==> config.mk <==
export PLATFORM = sky130hd
export DESIGN_NAME = seg7_scan_display
export DESIGN_NICKNAME = d
export VERILOG_FILES = /design/src/rtl/seg7_pkg.sv /design/src/rtl/seg7_decode.sv /design/src/rtl/seg7_scan_display.sv
export SDC_FILE = /design/constraint.sdc
export NUM_CORES = 1
export LEC_CHECK = 0
export ABC_AREA = 1
export CORE_MARGIN = 4
export CORE_UTILIZATION = 45
export DETAILED_ROUTE_END_ITERATION = 7
export PLACE_DENSITY = 0.67
export REMOVE_ABC_BUFFERS = 1
export SYNTH_ARGS = -nofsm -noshare
export SYNTH_HDL_FRONTEND = slang
export SYNTH_SLANG_ARGS = --single-unit
==> constraint.sdc <==
create_clock -name clk -period 1.88 [get_ports clk]
set_input_delay 0.47 -clock clk [delete_from_list [all_inputs] [get_ports clk]]
set_output_delay 0.47 -clock clk [all_outputs]
set_load 0.01 [all_outputs]
==> src/rtl/seg7_pkg.sv <==
// Shared constants for the seven-segment scan display.
//   NUM_DIGITS  : number of multiplexed digits on the board
//   SEG_BLANK   : all segments / anodes off (active-low)
//   HEX_SEG     : hex nibble -> {dp,g,f,e,d,c,b,a}, active-low, dp off
//   hex_to_seg  : table lookup helper
package seg7_pkg;

  localparam int NUM_DIGITS = 8;
  localparam logic [7:0] SEG_BLANK = 8'hFF;

  // Packed so that HEX_SEG[n] is the pattern for nibble n (entry 0 is rightmost).
  localparam logic [15:0][7:0] HEX_SEG = {
    8'h8E, 8'h86, 8'hA1, 8'hC6, 8'h83, 8'h88, 8'h90, 8'h80,
    8'hF8, 8'h82, 8'h92, 8'h99, 8'hB0, 8'hA4, 8'hF9, 8'hC0
  };

  function automatic logic [7:0] hex_to_seg(input logic [3:0] nibble);
    return HEX_SEG[nibble];
  endfunction

endpackage

==> src/rtl/seg7_decode.sv <==
// Combinational hex nibble to seven-segment pattern lookup.
//   nibble_i : 4-bit hex value
//   seg_o    : cathodes, active-low, {dp,g,f,e,d,c,b,a}; dp always off
module seg7_decode
  import seg7_pkg::*;
(
  input  logic [3:0] nibble_i,
  output logic [7:0] seg_o
);

  assign seg_o = hex_to_seg(nibble_i);

endmodule

==> src/rtl/seg7_scan_display.sv <==
// Latches the 32-bit syscall print word and shows it as 8 hex digits on a
// multiplexed common-anode seven-segment display.
//   clk      : system clock
//   rst      : asynchronous reset, active-low
//   ledData  : word to display
//   load     : 1-cycle strobe, capture ledData
//   halt     : CPU halted level (used only with HALT_BLINK_EN)
//   seg      : cathodes, active-low, {dp,g,f,e,d,c,b,a}
//   an       : anodes, active-low, an[i] selects digit i (digit 0 rightmost)
// Optional feature: define HALT_BLINK_EN to blink the whole display while halt=1.
module seg7_scan_display
  import seg7_pkg::*;
#(
  parameter int SCAN_DIV  = 100000,
  parameter int BLINK_DIV = 25000000
) (
  input  logic        clk,
  input  logic        rst,
  input  logic [31:0] ledData,
  input  logic        load,
  input  logic        halt,
  output logic [7:0]  seg,
  output logic [7:0]  an
);

  localparam int CNT_W = (SCAN_DIV > 1) ? $clog2(SCAN_DIV) : 1;
  localparam logic [CNT_W-1:0] CNT_LAST = CNT_W'(SCAN_DIV - 1);

  logic [31:0]      shown_q, shown_d;
  logic [CNT_W-1:0] cnt_q, cnt_d;
  logic [2:0]       idx_q, idx_d;
  logic [7:0]       an_q, an_d;
  logic [7:0]       seg_q, seg_d;
  logic [3:0]       nibble;
  logic [7:0]       digit_seg;
  logic             advance;
  logic             blank_an;

  // The outputs are computed from the current (pre-edge) latch and index, so a
  // load landing on the edge where a new digit appears shows that digit from
  // the old latch for one cycle.
  assign nibble = shown_q[{idx_q, 2'b00} +: 4];

  seg7_decode u_decode (
    .nibble_i (nibble),
    .seg_o    (digit_seg)
  );

  always_comb begin
    shown_d = load ? ledData : shown_q;
    advance = (cnt_q == CNT_LAST);
    cnt_d   = advance ? '0 : cnt_q + 1'b1;
    idx_d   = advance ? idx_q + 3'd1 : idx_q;
    an_d    = blank_an ? SEG_BLANK : ~(8'b1 << idx_q);
    seg_d   = digit_seg;
  end

`ifdef HALT_BLINK_EN
  localparam int BLK_W = (BLINK_DIV > 1) ? $clog2(BLINK_DIV) : 1;
  localparam logic [BLK_W-1:0] BLK_LAST = BLK_W'(BLINK_DIV - 1);

  logic [BLK_W-1:0] bcnt_q, bcnt_d;
  logic             off_q, off_d;

  // Blink starts in the on-phase; dropping halt returns to it immediately.
  always_comb begin
    bcnt_d = bcnt_q;
    off_d  = off_q;
    if (!halt) begin
      bcnt_d = '0;
      off_d  = 1'b0;
    end else if (bcnt_q == BLK_LAST) begin
      bcnt_d = '0;
      off_d  = ~off_q;
    end else begin
      bcnt_d = bcnt_q + 1'b1;
    end
  end

  // Only the anodes are blanked; the scan keeps running underneath.
  assign blank_an = halt & off_q;

  always_ff @(posedge clk or negedge rst) begin
    if (!rst) begin
      bcnt_q <= '0;
      off_q  <= 1'b0;
    end else begin
      bcnt_q <= bcnt_d;
      off_q  <= off_d;
    end
  end
`else
  logic unused_cfg;
  assign unused_cfg = halt ^ (BLINK_DIV == 0);
  assign blank_an   = 1'b0;
`endif

  always_ff @(posedge clk or negedge rst) begin
    if (!rst) begin
      shown_q <= '0;
      cnt_q   <= '0;
      idx_q   <= '0;
      an_q    <= SEG_BLANK;
      seg_q   <= SEG_BLANK;
    end else begin
      shown_q <= shown_d;
      cnt_q   <= cnt_d;
      idx_q   <= idx_d;
      an_q    <= an_d;
      seg_q   <= seg_d;
    end
  end

  assign seg = seg_q;
  assign an  = an_q;

endmodule

# [Yosys cells after proc, flatten, opt, wreduce, memory -nomap -nowiden]
# Memories as Yosys holds them, arrays and structs flattened. A register that Yosys moved wholly into a read port is not among the register bits.
# Index checks and enable logic that the tools add are counted.
[op_classes] n_lt_le_gt_ge=0 n_shift=2 n_reduce_logical=1 mul=0 n_eq_ne=1 n_addsub=2 div=0 n_mux=1 n_bitwise=1
[op_table] operator="$shiftx A32 B6 Y4" n=1
[op_table] operator="$add A17 B1 Y17 const B" n=1
[op_table] operator="$eq A17 B17 Y1 const B" n=1
[op_table] operator="$mux W17" n=1
[op_table] operator="$not A8 Y8" n=1
[op_table] operator="$shl A1 B3 Y8 const A" n=1
[op_table] operator="$add A3 B1 Y3 const B" n=1
[op_table] operator="$logic_not A1 Y1" n=1
[totals] mem_bits_ro=128 memories=1 regBits=60 elab_cells=13 output_inout_bits=16 latchBits=0 inputBits=36 ram_bits=0
[memory_table] name="(no name shown)" depth=16 word_bits=8 read_ports=1 rd_clocked_by_memory_dff=1 write_ports=0 line_no="seg7_pkg.sv:18" text="return HEX_SEG[nibble];"

# [Longest topological paths before layout]
# Gate-level depths: netlist of run 1.
[depth] ltp_word=2 ltp_mapped=13 ltp_nobuf=11

# [By module]
# Synthesis of run 1 repeated with hierarchy kept, for this count alone.
[hier_totals] hier_cells=392 hier_area_um2=3405.8
[by_module_without_submodules] module="seg7_scan_display" instances=1 cells_per_inst=341 seq_area_each_um2=1721.7 area_per_inst_um2=3120.5
[by_module_without_submodules] module="seg7_decode" instances=1 cells_per_inst=51 seq_area_each_um2=0.0 area_per_inst_um2=285.3

# [Least setup slack after synthesis of run 1]
# No wires, ideal clock.
[synth_path] path_kind="register to register" start="register idx_q[0]" end="register seg_q[3] (netlist: seg[3])" synth_period_minus_slack_ps=1608 required_ps=1804 t_arrival_ps=1533 setup_ps=76 path_slack_ps=272 path_buffers=2 stages_incl_launch_ff=14 cell_sequence="dfrtp_1 buf_6 inv_8 buf_8 nand2_1 nand3_1 nand3_1 nand2_2 inv_1 ha_1 nand3_1 nand2_1 nand2_1 nand2_1"
[synth_between] elab_chain_cells=1
[synth_rtl] element="from (decl)" line_no="seg7_scan_display.sv:31" text="logic [2:0] idx_q, idx_d;"
[synth_rtl] element="from (signal assigned)" line_no="seg7_scan_display.sv:108" text="idx_q <= idx_d;"
[synth_rtl] element="$shiftx A32 B6 Y4" line_no="seg7_scan_display.sv:42" text="assign nibble = shown_q[{idx_q, 2'b00} +: 4];"
[synth_rtl] element="to (decl)" line_no="seg7_scan_display.sv:33" text="logic [7:0] seg_q, seg_d;"
# No other way between the ends.
# A chain may end at the register's enable or synchronous reset.

# [Final worst setup path of run 1]
[layout_path] start="register an_q[1] (netlist: an[1])" end="output an[1]"
[layout_rtl] element="from (decl)" line_no="seg7_scan_display.sv:32" text="logic [7:0] an_q, an_d;"
[layout_rtl] element="from (signal assigned)" line_no="seg7_scan_display.sv:109" text="an_q <= an_d;"
[layout_rtl] element="to (decl)" line_no="seg7_scan_display.sv:23" text="output logic [7:0] an"
# No word-level cell between the ends.

==> impl_metrics.json, run 1 <==
{
  "wl_met1_mm": 3.445,
  "core_mm2": 0.007370,
  "setup_violations": 0,
  "synth_common_cells": "113 x nand2_1, 57 x inv_1, 52 x dfrtp_1",
  "path_cells": "clkdlybuf4s50_1",
  "drive_gt1_frac": 0.1646,
  "timing.rr.start": "idx_q[0]",
  "antenna_found_initial": 0,
  "top_layer": "met4",
  "startpoint_type": "register",
  "grt_pass1_vias": 2690,
  "port_buffers": 49,
  "ys_ff_latch": 67,
  "path_delay_family": "flip-flops",
  "path_class": "register to output port",
  "synth_edf_count": 0,
  "startpoint": "an[1]",
  "initial_utilization": 0.4696,
  "yosysUniqueCellTypes": 34,
  "ys_seq_area_frac": 0.4899,
  "num_vias": 2808,
  "diodes": 0,
  "route.met2.wl_mm": 3.438,
  "die_x_um": 95.70,
  "netlist_top_cells_area": "dfrtp_1 38%, nand2_1 12%, dfstp_2 11%",
  "synth_area_per_cell_um2": 8.524,
  "place.gp.congestion": 0.8531,
  "drv_slew": 0,
  "insertion_delay_ns": 0.34,
  "final_area_mm2": 0.004423,
  "firstDrtPassIters": 5,
  "rsz0062_at_grt": "no",
  "fin_hold_ws_ns": 0.03581,
  "status": "finished clean",
  "syn2layout_area_growth_pct": 27.80,
  "drc_errors": 0,
  "yosysMostFrequentCell": "nand2_1",
  "die_y_um": 95.70,
  "synth_ff_type": "dfrtp_1",
  "path_buf_inv": 1,
  "p_per_area_mw_per_mm2": 802.9,
  "num-fill-cells": 658,
  "final_cell_count_no_fill": 573,
  "placed_cell_area_mm2": 0.004103,
  "syn_area_mm2": 0.003461,
  "cts-htree-levels": 3,
  "fin_crit_sh": 0.9818,
  "post_drt_wl_per_cell_um": 12.94,
  "clkTransAtPathRegs_ns": 0.07,
  "routed-wl-met3_um": 430,
  "rows": 31,
  "clockBufferDepth": 2,
  "final_core_util": 0.6002,
  "drtIter0Drc": 184,
  "wirelength_mm": 7.414,
  "yosys.area.top_type": "dfrtp_1",
  "vdd_drop_max_mv": 0.4224,
  "yosysWarnings": 0,
  "synthCells": 406,
  "place_inst": 554,
  "hold_path.class": "primary input to async pin",
  "cts_tree": "built",
  "io-pin-count": 52,
  "cp.arrival_ns": 1.38,
  "finalNetCount": 518,
  "grt_usage": 0.1773,
  "root_buffer": "clkbuf_8",
  "drt.antenna.violating_nets": 0,
  "synthArstFlopShare": 1.000,
  "postCtsHoldBufs": 0,
  "fin_skew_ns": 0.01300,
  "cp_slowest_stage_delay_ns": 0.52,
  "grt_pass1_wl_mm": 12.44,
  "max_cap_viol_count": 0,
  "yosys.area.top_type_share": 0.3760,
  "cp_slowest_cell": "dfstp_2",
  "grt_max_degree": 27,
  "cp.required_ns": 1.41,
  "fin_setup_tns_ns": 0,
  "dpl.hpwl_mm": 5.300,
  "path_max_fanout": 1,
  "hold_viol": 0,
  "endpoint_kind": "output port",
  "clock-sinks": 67,
  "max_freq_ghz": 0.5418,
  "dieArea_mm2": 0.009158,
  "cts_buffers": 9,
  "leakagePower_nw": 2.224,
  "vias_per_cell": 4.901,
  "grt_overflow": 0,
  "period_needed_ns": 1.846
}
==> stage by stage <==
stage	setup slack [ns]	total power [mW]
finish	0.03426	3.551
global route	0.0004078	3.707
detailed placement	0.1153	2.001
CTS	0.002024	3.587
global placement	0.1591	1.989
floorplan	0.1554	1.774
==> routing by layer <==
| metal | GRT usage | up-vias |
|---|---|---|
| li1 | - | 1402 |
| met1 | 0.2442 | 1310 |
| met2 | 0.2756 | 83 |
| met3 | 0.03831 | 13 |
| met4 | 0.06517 | 0 |
| met5 | 0 | - |
==> cells in the final DEF (no fill, tap or decap), types with 9 or more instances in the layout <==
cell type / n
nor2_1: 12
clkbuf_8: 9
dlymetal6s2s_1: 11
buf_4: 13
nand3_1: 35
dfrtp_1: 51
ha_1: 13
o21ai_0: 36
dfstp_2: 15
clkdlybuf4s50_1: 35
inv_1: 56
xor2_1: 9
nand2_1: 113
==> state kept, by name (all words and copies together) (netlist names) <==
register / cells
shown_q: 32
seg: 7
cnt_q: 17
idx_q: 3
an: 8
==> path summary, 6_finish.rpt <==
check | endpoint | slack [ns] | cells after the start
max | an[1] | 0.03 | 1
min | shown_q[30] | 0.04 | 1
max reg2reg | seg[3] | 0.10 | 11
min reg2reg | cnt_q[0] | 0.46 | 1
max in group asynchronous | an[4] | 1.28 | 2
min in group clk | cnt_q[0] | 0.46 | 1
==> power by group <==
part           internal (mW)  switching [mW]
Sequential              1.54          0.0218
Clock                   1.02           0.561
Combinational          0.189           0.218
==> timing repair <==
| item | CTS | global route |
|---|---|---|
| setup buffers | 0 | 3 |
| resized for setup | 1 | 14 |
| hold endpoints to repair | 0 | 0 |
| pin swaps | 0 | 1 |
| setup endpoints to repair | 1 | 14 |
==> kinds of logic after synthesis <==
| logic type | Yosys count | share of synthesized area |
|---|---|---|
| AO/OA/AOI/OAI | 46 | 0.06941 |
| flip-flops | 67 | 0.4899 |
| other | 1 | 0.001084 |
| multiplexers | 2 | 0.006507 |
| adder cells (fa/ha/maj) | 13 | 0.04700 |
| XOR/XNOR | 9 | 0.02278 |
| AND/OR/NAND/NOR | 192 | 0.2639 |
| buffers and inverters | 76 | 0.09942 |
==> cell type report <==
class | instances | area (um^2) | area share
Sequential cell | 67 | 1697 | 0.3836
Multi-Input combinational cell | 263 | 1421 | 0.3214
Inverter | 63 | 251.5 | 0.05686
Timing Repair Buffer | 65 | 664.4 | 0.1502
Clock buffer | 10 | 127.6 | 0.02885
Tap cell | 99 | 123.9 | 0.02801
Clock inverter | 6 | 137.6 | 0.03112
(Power assumes the default switching activity.)
==> run 2: changes to the inputs <==
HOLD_SLACK_MARGIN = 0.08   (was not set)
SYNTH_HIERARCHICAL = 1   (was not set)
==> impl_metrics.json, run 2 <==
{
  "wirelength_mm": 7.009,
  "pre_cts_slack_ns": 0.05505,
  "top_register": "shown_q",
  "regArea_mm2": 0.001723,
  "initial_utilization": 0.4671,
  "insertion_delay_ns": 0.34,
  "max_freq_ghz": 0.5419,
  "syn2layout_area_growth_pct": 26.97,
  "grt_usage": 0.1722,
  "largest_reg_flops": 32,
  "root_buffer": "clkbuf_8",
  "grt_pass1_wl_mm": 11.99,
  "synth_area_per_cell_um2": 8.688,
  "port_buffers": 50,
  "place_inst": 538,
  "num_vias": 2647,
  "yosysWarnings": 6,
  "clockBufferDepth": 2,
  "core_mm2": 0.007292,
  "yosysUniqueCellTypes": 27,
  "final_cell_mix": "101 x nand2_1, 51 x inv_1, 51 x dfrtp_1",
  "rows": 31,
  "drv_slew": 0,
  "multiInputGateArea_mm2": 0.001396,
  "ys_seq_area_frac": 0.5055,
  "fin_skew_ns": 0.007540,
  "hold_viol": 0,
  "grt_max_degree": 49,
  "reg_top3": "shown_q x32, cnt_q x17",
  "netlist_top_cells_area": "dfrtp_1 38%, dfstp_2 12%, nand2_1 11%",
  "finalNetCount": 501,
  "rsz0062_at_grt": "no",
  "fin_crit_sh": 0.9815,
  "final_common_cell": "nand2_1",
  "path_max_fanout": 1,
  "path_delay_family": "buffers and inverters",
  "yosys.area.top_type_share": 0.3821,
  "drc_errors": 0,
  "path_class": "register to output port",
  "diodes": 0,
  "path_buf_inv": 1,
  "die_x_um": 95.00,
  "antenna_found_initial": 0,
  "vias_per_cell": 4.769,
  "cp_slowest_stage_delay_ns": 0.53,
  "cts_tree": "built",
  "clock-sinks": 68,
  "endpoint_kind": "output port",
  "synthCells": 392,
  "clkTransAtPathRegs_ns": 0.07,
  "vdd_drop_max_mv": 0.5170,
  "grt_overflow": 0,
  "place.gp.congestion": 0.8536,
  "ys_ff_latch": 68,
  "cp.arrival_ns": 1.38,
  "grt_pass1_vias": 2657,
  "cp_slowest_cell": "clkdlybuf4s50_1",
  "synth_ff_type": "dfrtp_1",
  "drtIter0Drc": 63,
  "synth_common_cells": "104 x nand2_1, 53 x inv_1, 52 x dfrtp_1",
  "max_cap_viol_count": 0,
  "die_y_um": 95.00,
  "post_drt_wl_per_cell_um": 12.63,
  "drive_gt1_frac": 0.1776,
  "synth_edf_count": 0,
  "syn_area_mm2": 0.003406,
  "cts-htree-levels": 3,
  "final_cell_count_no_fill": 555,
  "num-fill-cells": 675,
  "io-pin-count": 52,
  "startpoint_type": "register",
  "cts_buffers": 9,
  "dpl.hpwl_mm": 5.158,
  "path_cells": "clkdlybuf4s50_1",
  "yosysMostFrequentCell": "nand2_1",
  "setup_violations": 0,
  "cp.required_ns": 1.41,
  "status": "finished clean",
  "leakagePower_nw": 2.164,
  "synthArstFlopShare": 1.000,
  "period_needed_ns": 1.845,
  "hold_path.class": "register to register",
  "yosys.area.top_type": "dfrtp_1",
  "drt.antenna.violating_nets": 0,
  "firstDrtPassIters": 4,
  "dieArea_mm2": 0.009024,
  "fin_ws_ns": 0.03481,
  "p_per_area_mw_per_mm2": 762.2
}
==> run 2: final timing paths <==
path | slack [ns] | cells after the start | from | to
min reg2reg | 0.48 | 1 | cnt_q[0] | cnt_q[0]
min | 0.48 | 1 | cnt_q[0] | cnt_q[0]
min in group asynchronous | 0.61 | 2 | rst | shown_q[14]
max | 0.03 | 1 | seg[4] | seg[4]
max reg2reg | 0.16 | 11 | idx_q[0] | seg[3]
max in group asynchronous | 0.67 | 3 | rst | an[6]
==> run 2: metrics by stage <==
step           total power, mW  setup TNS, ns  hold WS (ns)  cell area, um^2  utilization
3_3_place_gp             2.022              0        0.4447             4073       0.5585
2_1_floorplan            1.802       -0.01697        0.1744             3328            -
3_5_place_dp             2.032              0        0.4503             4073       0.5585
6_report                 3.296              0        0.4809             4324       0.5930
5_1_grt                  3.437              0        0.5194             4324       0.5930
4_1_cts                  3.337              0        0.4857             4295       0.5891
==> run 2: layout make-up <==
type                            instances  area share
Multi-Input combinational cell        253      0.3229
Timing Repair Buffer                   61      0.1479
Inverter                               58     0.05093
Clock buffer                           13     0.04138
Sequential cell                        68      0.3984
Tap cell                               99     0.02865
Clock inverter                          3    0.009838
==> run 2: metal layers <==
metal  wire length (um)  GRT usage  part of all wire  vias to the layer above
met5                  0          0                 0                        -
met3                260    0.03347             0.037                       15
met4                150    0.07813             0.021                        0
met2               3471     0.2942              0.50                       53
li1                   -          -                 -                     1345
met1               3127     0.2096              0.45                     1234
==> run 2: kinds of logic (layout without fill, tap and decap cells) <==
| kind of cell | count (synthesis) | in the layout | share of synthesized area |
|---|---|---|---|
| XOR/XNOR | 7 | 7 | 0.01800 |
| multiplexers | 16 | 16 | 0.05290 |
| AO/OA/AOI/OAI | 56 | 56 | 0.08597 |
| adder cells (fa/ha/maj) | 14 | 14 | 0.05143 |
| buffers and inverters | 71 | 135 | 0.08670 |
| other | 1 | 1 | 0.001101 |
| AND/OR/NAND/NOR | 159 | 159 | 0.1984 |
| flip-flops | 68 | 68 | 0.5055 |
==> run 2: repair_timing <==
item	CTS	global route
hold endpoints to repair	12	0
setup endpoints to repair	7	14
hold buffers	1	0
buffers inserted	0	0
gates cloned	0	0
pin swaps	0	1
gates resized for setup	7	16
==> run 2: where the power goes <==
part / internal (mW) / switching [mW] / total (mW)
clock: 0.756 / 0.545 / 1.30
combinational: 0.199 / 0.195 / 0.394
sequential: 1.57 / 0.0294 / 1.60
total: 2.53 / 0.770 / 3.30
